$ cat config.mk
export PLATFORM = sky130hd
export DESIGN_NAME = coef_loader
export DESIGN_NICKNAME = d
export VERILOG_FILES = /design/src/rtl/coef_loader_pkg.sv /design/src/rtl/beat_packer.sv /design/src/rtl/coef_loader.sv
export SDC_FILE = /design/constraint.sdc
export NUM_CORES = 1
export LEC_CHECK = 0
export CAP_MARGIN = 10
export CORE_MARGIN = 2
export CORE_UTILIZATION = 30
export CTS_BUF_LIST = sky130_fd_sc_hd__clkbuf_4 sky130_fd_sc_hd__clkbuf_8
export CTS_CLUSTER_DIAMETER = 40
export CTS_CLUSTER_SIZE = 25
export DETAILED_ROUTE_END_ITERATION = 12
export GPL_TIMING_DRIVEN = 0
export PLACE_DENSITY_LB_ADDON = 0.12
export SLEW_MARGIN = 5
export SYNTH_ARGS = -nofsm -noshare
export SYNTH_HDL_FRONTEND = slang
export SYNTH_HIERARCHICAL = 1
export SYNTH_SLANG_ARGS = --single-unit
$ cat constraint.sdc
create_clock -name clk -period 2.5 [get_ports clk]
set_input_delay 0.375 -clock clk [delete_from_list [all_inputs] [get_ports clk]]
set_output_delay 0.375 -clock clk [all_outputs]
set_load 0.01 [all_outputs]
$ cat src/rtl/coef_loader_pkg.sv
// Shared types and helpers for the coefficient loader.
package coef_loader_pkg;

  typedef enum logic [2:0] {
    StIdle,
    StLoad,
    StWait,
    StStart,
    StAck,
    StBusy
  } cl_state_t;

  function automatic int unsigned cl_beats(int unsigned in_w, int unsigned pin_w);
    return (in_w + pin_w - 1) / pin_w;
  endfunction

endpackage

$ cat src/rtl/beat_packer.sv
// Assembles LSB-first pin beats into one IN_W word; word is valid alongside word_done.
module beat_packer
  import coef_loader_pkg::*;
#(
  parameter int unsigned IN_W  = 8,
  parameter int unsigned PIN_W = 8
) (
  input  logic             clk,
  input  logic             rst_n,
  input  logic             clr,
  input  logic             beat_valid,
  input  logic [PIN_W-1:0] beat_data,
  output logic [IN_W-1:0]  word,
  output logic             word_done
);

  localparam int unsigned BEATS = cl_beats(IN_W, PIN_W);
  localparam int unsigned SR_W  = BEATS * PIN_W;
  localparam int unsigned CNT_W = (BEATS > 1) ? $clog2(BEATS) : 1;

  logic [SR_W-1:0]  sr_q, sr_d, shifted, beat_ext;
  logic [CNT_W-1:0] cnt_q, cnt_d;
  logic             last_beat;

  always_comb begin
    // New beat enters at the top so the first beat ends up in the low bits.
    beat_ext  = SR_W'(beat_data) << (SR_W - PIN_W);
    shifted   = (sr_q >> PIN_W) | beat_ext;
    last_beat = (cnt_q == CNT_W'(BEATS - 1));
    word      = shifted[IN_W-1:0];
    word_done = beat_valid && last_beat && !clr;
    sr_d      = sr_q;
    cnt_d     = cnt_q;
    if (clr) begin
      sr_d  = '0;
      cnt_d = '0;
    end else if (beat_valid) begin
      sr_d  = shifted;
      cnt_d = last_beat ? '0 : cnt_q + CNT_W'(1);
    end
  end

  always_ff @(posedge clk or negedge rst_n) begin
    if (!rst_n) begin
      sr_q  <= '0;
      cnt_q <= '0;
    end else begin
      sr_q  <= sr_d;
      cnt_q <= cnt_d;
    end
  end

endmodule

$ cat src/rtl/coef_loader.sv
// Coefficient loader: stages a frame from the pin bus, commits it atomically,
// pulses start_calc and tracks the core busy handshake with an ack timeout.
module coef_loader
  import coef_loader_pkg::*;
#(
  parameter int unsigned NUM_COEF = 2,
  parameter int unsigned IN_W     = 8,
  parameter int unsigned COEF_W   = 32,
  parameter int unsigned PIN_W    = 8,
  parameter bit          SIGNED   = 1'b0,
  parameter int unsigned ACK_TO   = 16
) (
  input  logic                       clk,
  input  logic                       rst_n,
  input  logic [PIN_W-1:0]           pin_data,
  input  logic                       pin_valid,
  output logic                       pin_ready,
  input  logic                       frame_clr,
  output logic [NUM_COEF*COEF_W-1:0] coef,
  output logic                       start_calc,
  input  logic                       core_busy,
  output logic                       ovf,
  output logic                       ack_err
);

  localparam int unsigned CC_W = (NUM_COEF > 1) ? $clog2(NUM_COEF) : 1;
  localparam int unsigned AC_W = $clog2(ACK_TO + 1);

  cl_state_t state_q, state_d;

  logic [CC_W-1:0]                  coef_cnt_q, coef_cnt_d;
  logic [NUM_COEF-1:0][IN_W-1:0]    stage_q, stage_d;
  logic [NUM_COEF*COEF_W-1:0]       coef_q, coef_d;
  logic [AC_W-1:0]                  ack_cnt_q, ack_cnt_d;
  logic                             start_q, ovf_q, ovf_d, ack_err_q, ack_err_d;

  logic            load_phase, abort, accept, frame_last, commit, word_done;
  logic [IN_W-1:0] word;

  assign load_phase = (state_q == StIdle) || (state_q == StLoad);
  assign abort      = frame_clr && (load_phase || (state_q == StWait));
  // frame_clr takes priority over a beat presented on the same edge.
  assign accept     = pin_valid && load_phase && !frame_clr;
  assign frame_last = word_done && (coef_cnt_q == CC_W'(NUM_COEF - 1));

  beat_packer #(
    .IN_W  (IN_W),
    .PIN_W (PIN_W)
  ) u_beat_packer (
    .clk        (clk),
    .rst_n      (rst_n),
    .clr        (abort),
    .beat_valid (accept),
    .beat_data  (pin_data),
    .word       (word),
    .word_done  (word_done)
  );

  always_comb begin
    state_d    = state_q;
    coef_cnt_d = coef_cnt_q;
    stage_d    = stage_q;
    coef_d     = coef_q;
    ack_cnt_d  = ack_cnt_q;
    ack_err_d  = ack_err_q;
    commit     = 1'b0;

    if (word_done) begin
      stage_d[coef_cnt_q] = word;
      coef_cnt_d = frame_last ? '0 : coef_cnt_q + CC_W'(1);
    end

    unique case (state_q)
      StIdle:  if (accept) state_d = frame_last ? StWait : StLoad;
      StLoad:  if (frame_last) state_d = StWait;
      StWait: begin
        if (!core_busy && !frame_clr) begin
          state_d = StStart;
          commit  = 1'b1;
        end
      end
      StStart: begin
        state_d   = StAck;
        ack_cnt_d = '0;
      end
      StAck: begin
        if (core_busy) begin
          state_d = StBusy;
        end else if (ack_cnt_q == AC_W'(ACK_TO - 1)) begin
          state_d   = StIdle;
          ack_err_d = 1'b1;
        end else begin
          ack_cnt_d = ack_cnt_q + AC_W'(1);
        end
      end
      StBusy:  if (!core_busy) state_d = StIdle;
      default: state_d = StIdle;
    endcase

    if (abort) begin
      state_d    = StIdle;
      coef_cnt_d = '0;
      stage_d    = '0;
    end

    if (commit) begin
      ack_err_d = 1'b0;
      for (int i = 0; i < NUM_COEF; i++) begin
        if (SIGNED) coef_d[i*COEF_W +: COEF_W] = COEF_W'($signed(stage_q[i]));
        else        coef_d[i*COEF_W +: COEF_W] = COEF_W'(stage_q[i]);
      end
    end

    ovf_d = ovf_q;
    if (frame_clr)                  ovf_d = 1'b0;
    else if (pin_valid && !load_phase) ovf_d = 1'b1;
  end

  always_ff @(posedge clk or negedge rst_n) begin
    if (!rst_n) begin
      state_q    <= StIdle;
      coef_cnt_q <= '0;
      stage_q    <= '0;
      coef_q     <= '0;
      ack_cnt_q  <= '0;
      start_q    <= 1'b0;
      ovf_q      <= 1'b0;
      ack_err_q  <= 1'b0;
    end else begin
      state_q    <= state_d;
      coef_cnt_q <= coef_cnt_d;
      stage_q    <= stage_d;
      coef_q     <= coef_d;
      ack_cnt_q  <= ack_cnt_d;
      start_q    <= (state_d == StStart);
      ovf_q      <= ovf_d;
      ack_err_q  <= ack_err_d;
    end
  end

  assign pin_ready  = load_phase;
  assign coef       = coef_q;
  assign start_calc = start_q;
  assign ovf        = ovf_q;
  assign ack_err    = ack_err_q;

endmodule

==> out/metrics.csv <==
metric;value;unit
end_kind;flop;
cts_resized;0;
clk_latency;0.30;ns
grt_pass1_wl;7293;um
p_leak;0.001569;uW
vdd_drop_max;0.2131;mV
rows;32;
clockRootBuffer;clkbuf_8;
setup_viol;0;
dp_hpwl;3290;um
syn_area;0.002392;sq mm
overflow;0;
portBuffers;24;
die_h;93.30;um
hold_buffers;0;
nets;323;
nFillCells;761;
final.period_utilization;90.88;%
max_slew.worst_pin.slew;0.5074;ns
vias_per_cell;3.793;
reg2reg_depth;7;
core;0.007727;sq mm
r2r-start;state_q[0];
max_freq;440.1;MHz
pin_count;81;
r2r-end;state_q[0];
report.power.total;1686;uW
synth_top_flop_cell;dfrtp_1;
htreeDepth;2;
grt_max_degree;29;
yosys_warnings;6;
num_vias;1559;
yosysTopAreaCellShare;46.03;%
drt_iter0_markers;75;
wl;4412;um
violations;hold timing;
start_util;30.96;%
crit_required;2.71;ns
clock_sinks;44;
routedWlPerCell;10.73;um
async_flop_share;100.0;%
power_density;549.9;mW/mm^2
status;finished, violations left;
dieArea;0.008705;sq mm
ant_nets;0;
syn_inst;229;
hold_path.class;in2async;
die_w;93.30;um
grt_usage;10.76;%
synth_seq_cells;44;
synthTopCellsByCount;buf_4, dfrtp_1, nand2_1, a21oi_1, mux2_4;
antenna_found_initial;0;
holdWs;-0.01115;ns
grt_pass1_vias;1498;
yosys.cell_types.count;33;
area_growth;28.19;%
cts_setup_buffers;0;
first_pass_iters;4;
timing.critical_path.to;state_q[0];
clk_pin_slew;0.09;ns
synth_edf_count;0;
slew-limit-headroom;66.07;%
cp_max_fo;10;
crit_path_start;frame_clr;
critPathKind;in2reg;
yosys-top-cells-area;dfrtp_1, buf_4, nand2_1;
cts_buffers;5;
arrival;2.48;ns
crit_path_start_kind;input pin;
ctsLongestPathBuffers;2;
rsz0062_at_grt;false;
drive_above_1_share;31.39;%
antenna_cells;0;
r2r_slack;0.39;ns
drv_slew;0;
hold_viol;11;
syn_avg_cell_area;10.45;sq um
yosys.area.top_type;dfrtp_1;
drv_cap;0;
skew;0.008602;ns
worst_slack;0.2280;ns
gp_congestion;0.7437;
fin_crit;2.272;ns
seq_area_frac_synth;46.03;%
place_ws;-0.08129;ns
yosysMostFrequentCell;buf_4;
post-route-drc-count;0;
cts_tree;done;
## critical path, stage by stage
cell,delay (ns)
clkdlybuf4s50_1,0.58
inv_1,0.10
a211oi_4,0.43
buf_6,0.23
nor2b_4,0.06
nand2_1,0.28
o211ai_1,0.16
a311oi_1,0.27
## stage by stage
stage | hold slack [ns] | instances | instance area [sq um] | TNS [ns] | util, %
floorplan | 0.07941 | 276 | 2569 | 0 | -
global placement | 0.4794 | 402 | 2937 | -12.59 | 38.00
detailed placement | 0.3369 | 403 | 2952 | -0.2702 | 38.20
CTS | 0.008220 | 411 | 3067 | 0 | 39.69
global route | 0.01244 | 411 | 3067 | 0 | 39.69
finish | -0.01115 | 411 | 3067 | 0 | 39.69
## cell type report
| cell class | instances | area [sq um] | area share, % |
|---|---|---|---|
| tap | 102 | 127.6 | 4.162 |
| inverter | 5 | 18.77 | 0.6120 |
| timing repair buffer | 25 | 255.2 | 8.323 |
| multi-input combinational | 163 | 959.7 | 31.29 |
| clock inverter | 3 | 46.29 | 1.510 |
| buffer | 64 | 489.2 | 15.95 |
| sequential | 44 | 1101 | 35.90 |
| clock buffer | 5 | 68.82 | 2.244 |
## placed cells by master (no fill, tap or decap), drive strengths merged, types with 2 or more instances in the layout
master         netlist  final
a21oi               20     20
and2                 4      4
and3                 2      2
buf                 62     64
clkbuf               2      7
clkdlybuf4s50        0     23
conb                 1     48
dfrtp               44     44
ha                   2      2
inv                  5      6
mux2                16     16
mux2i                3      3
nand2               39     39
nand2b               3      3
nand3                4      4
nor2                 5      5
nor2b                4      4
o21ai                4      4
## power breakdown
group	total (uW)	internal, uW	switching, uW
Clock	557	301	256
Combinational	321	159	162
Sequential	809	768	40.9
## registers in the layout, summed over array words and instances (netlist names)
name and cells:
ack_err 1, state_q 3, coef 16, stage_q 16, coef_cnt_q 1, ack_cnt_q 5, start_calc 1, ovf 1
## how the worst min path moves through the flow
stage | to | slack (ns) | cells past startpoint
2_1_floorplan | ack_cnt_q[0] | 0.08 | 0
3_3_place_gp | ack_cnt_q[2] | 0.48 | 1
3_5_place_dp | ack_cnt_q[0] | 0.34 | 1
4_1_cts | ack_cnt_q[0] | 0.008 | 1
5_1_grt | ack_cnt_q[0] | 0.01 | 1
6_report | ack_cnt_q[0] | -0.01 | 1
## routing by layer
| metal | GRT usage (%) | share of wire [%] |
|---|---|---|
| met5 | 0 | 0 |
| met2 | 15.89 | 44 |
| met1 | 14.81 | 47 |
| met3 | 3.223 | 6.9 |
| met4 | 4.044 | 1.8 |
## cells by family (layout without fill, tap and decap cells)
group	count (synthesis)	count (layout)	synth area share [%]
buffers and inverters	69	102	21.23
AOI/OAI and AO/OA	30	30	7.793
DFF	44	44	46.03
and+or+nand+nor	64	64	13.55
other	1	48	0.1568
muxes	19	19	10.20
adders and majority gates	2	2	1.046
Power figures use the tool's default switching activity.
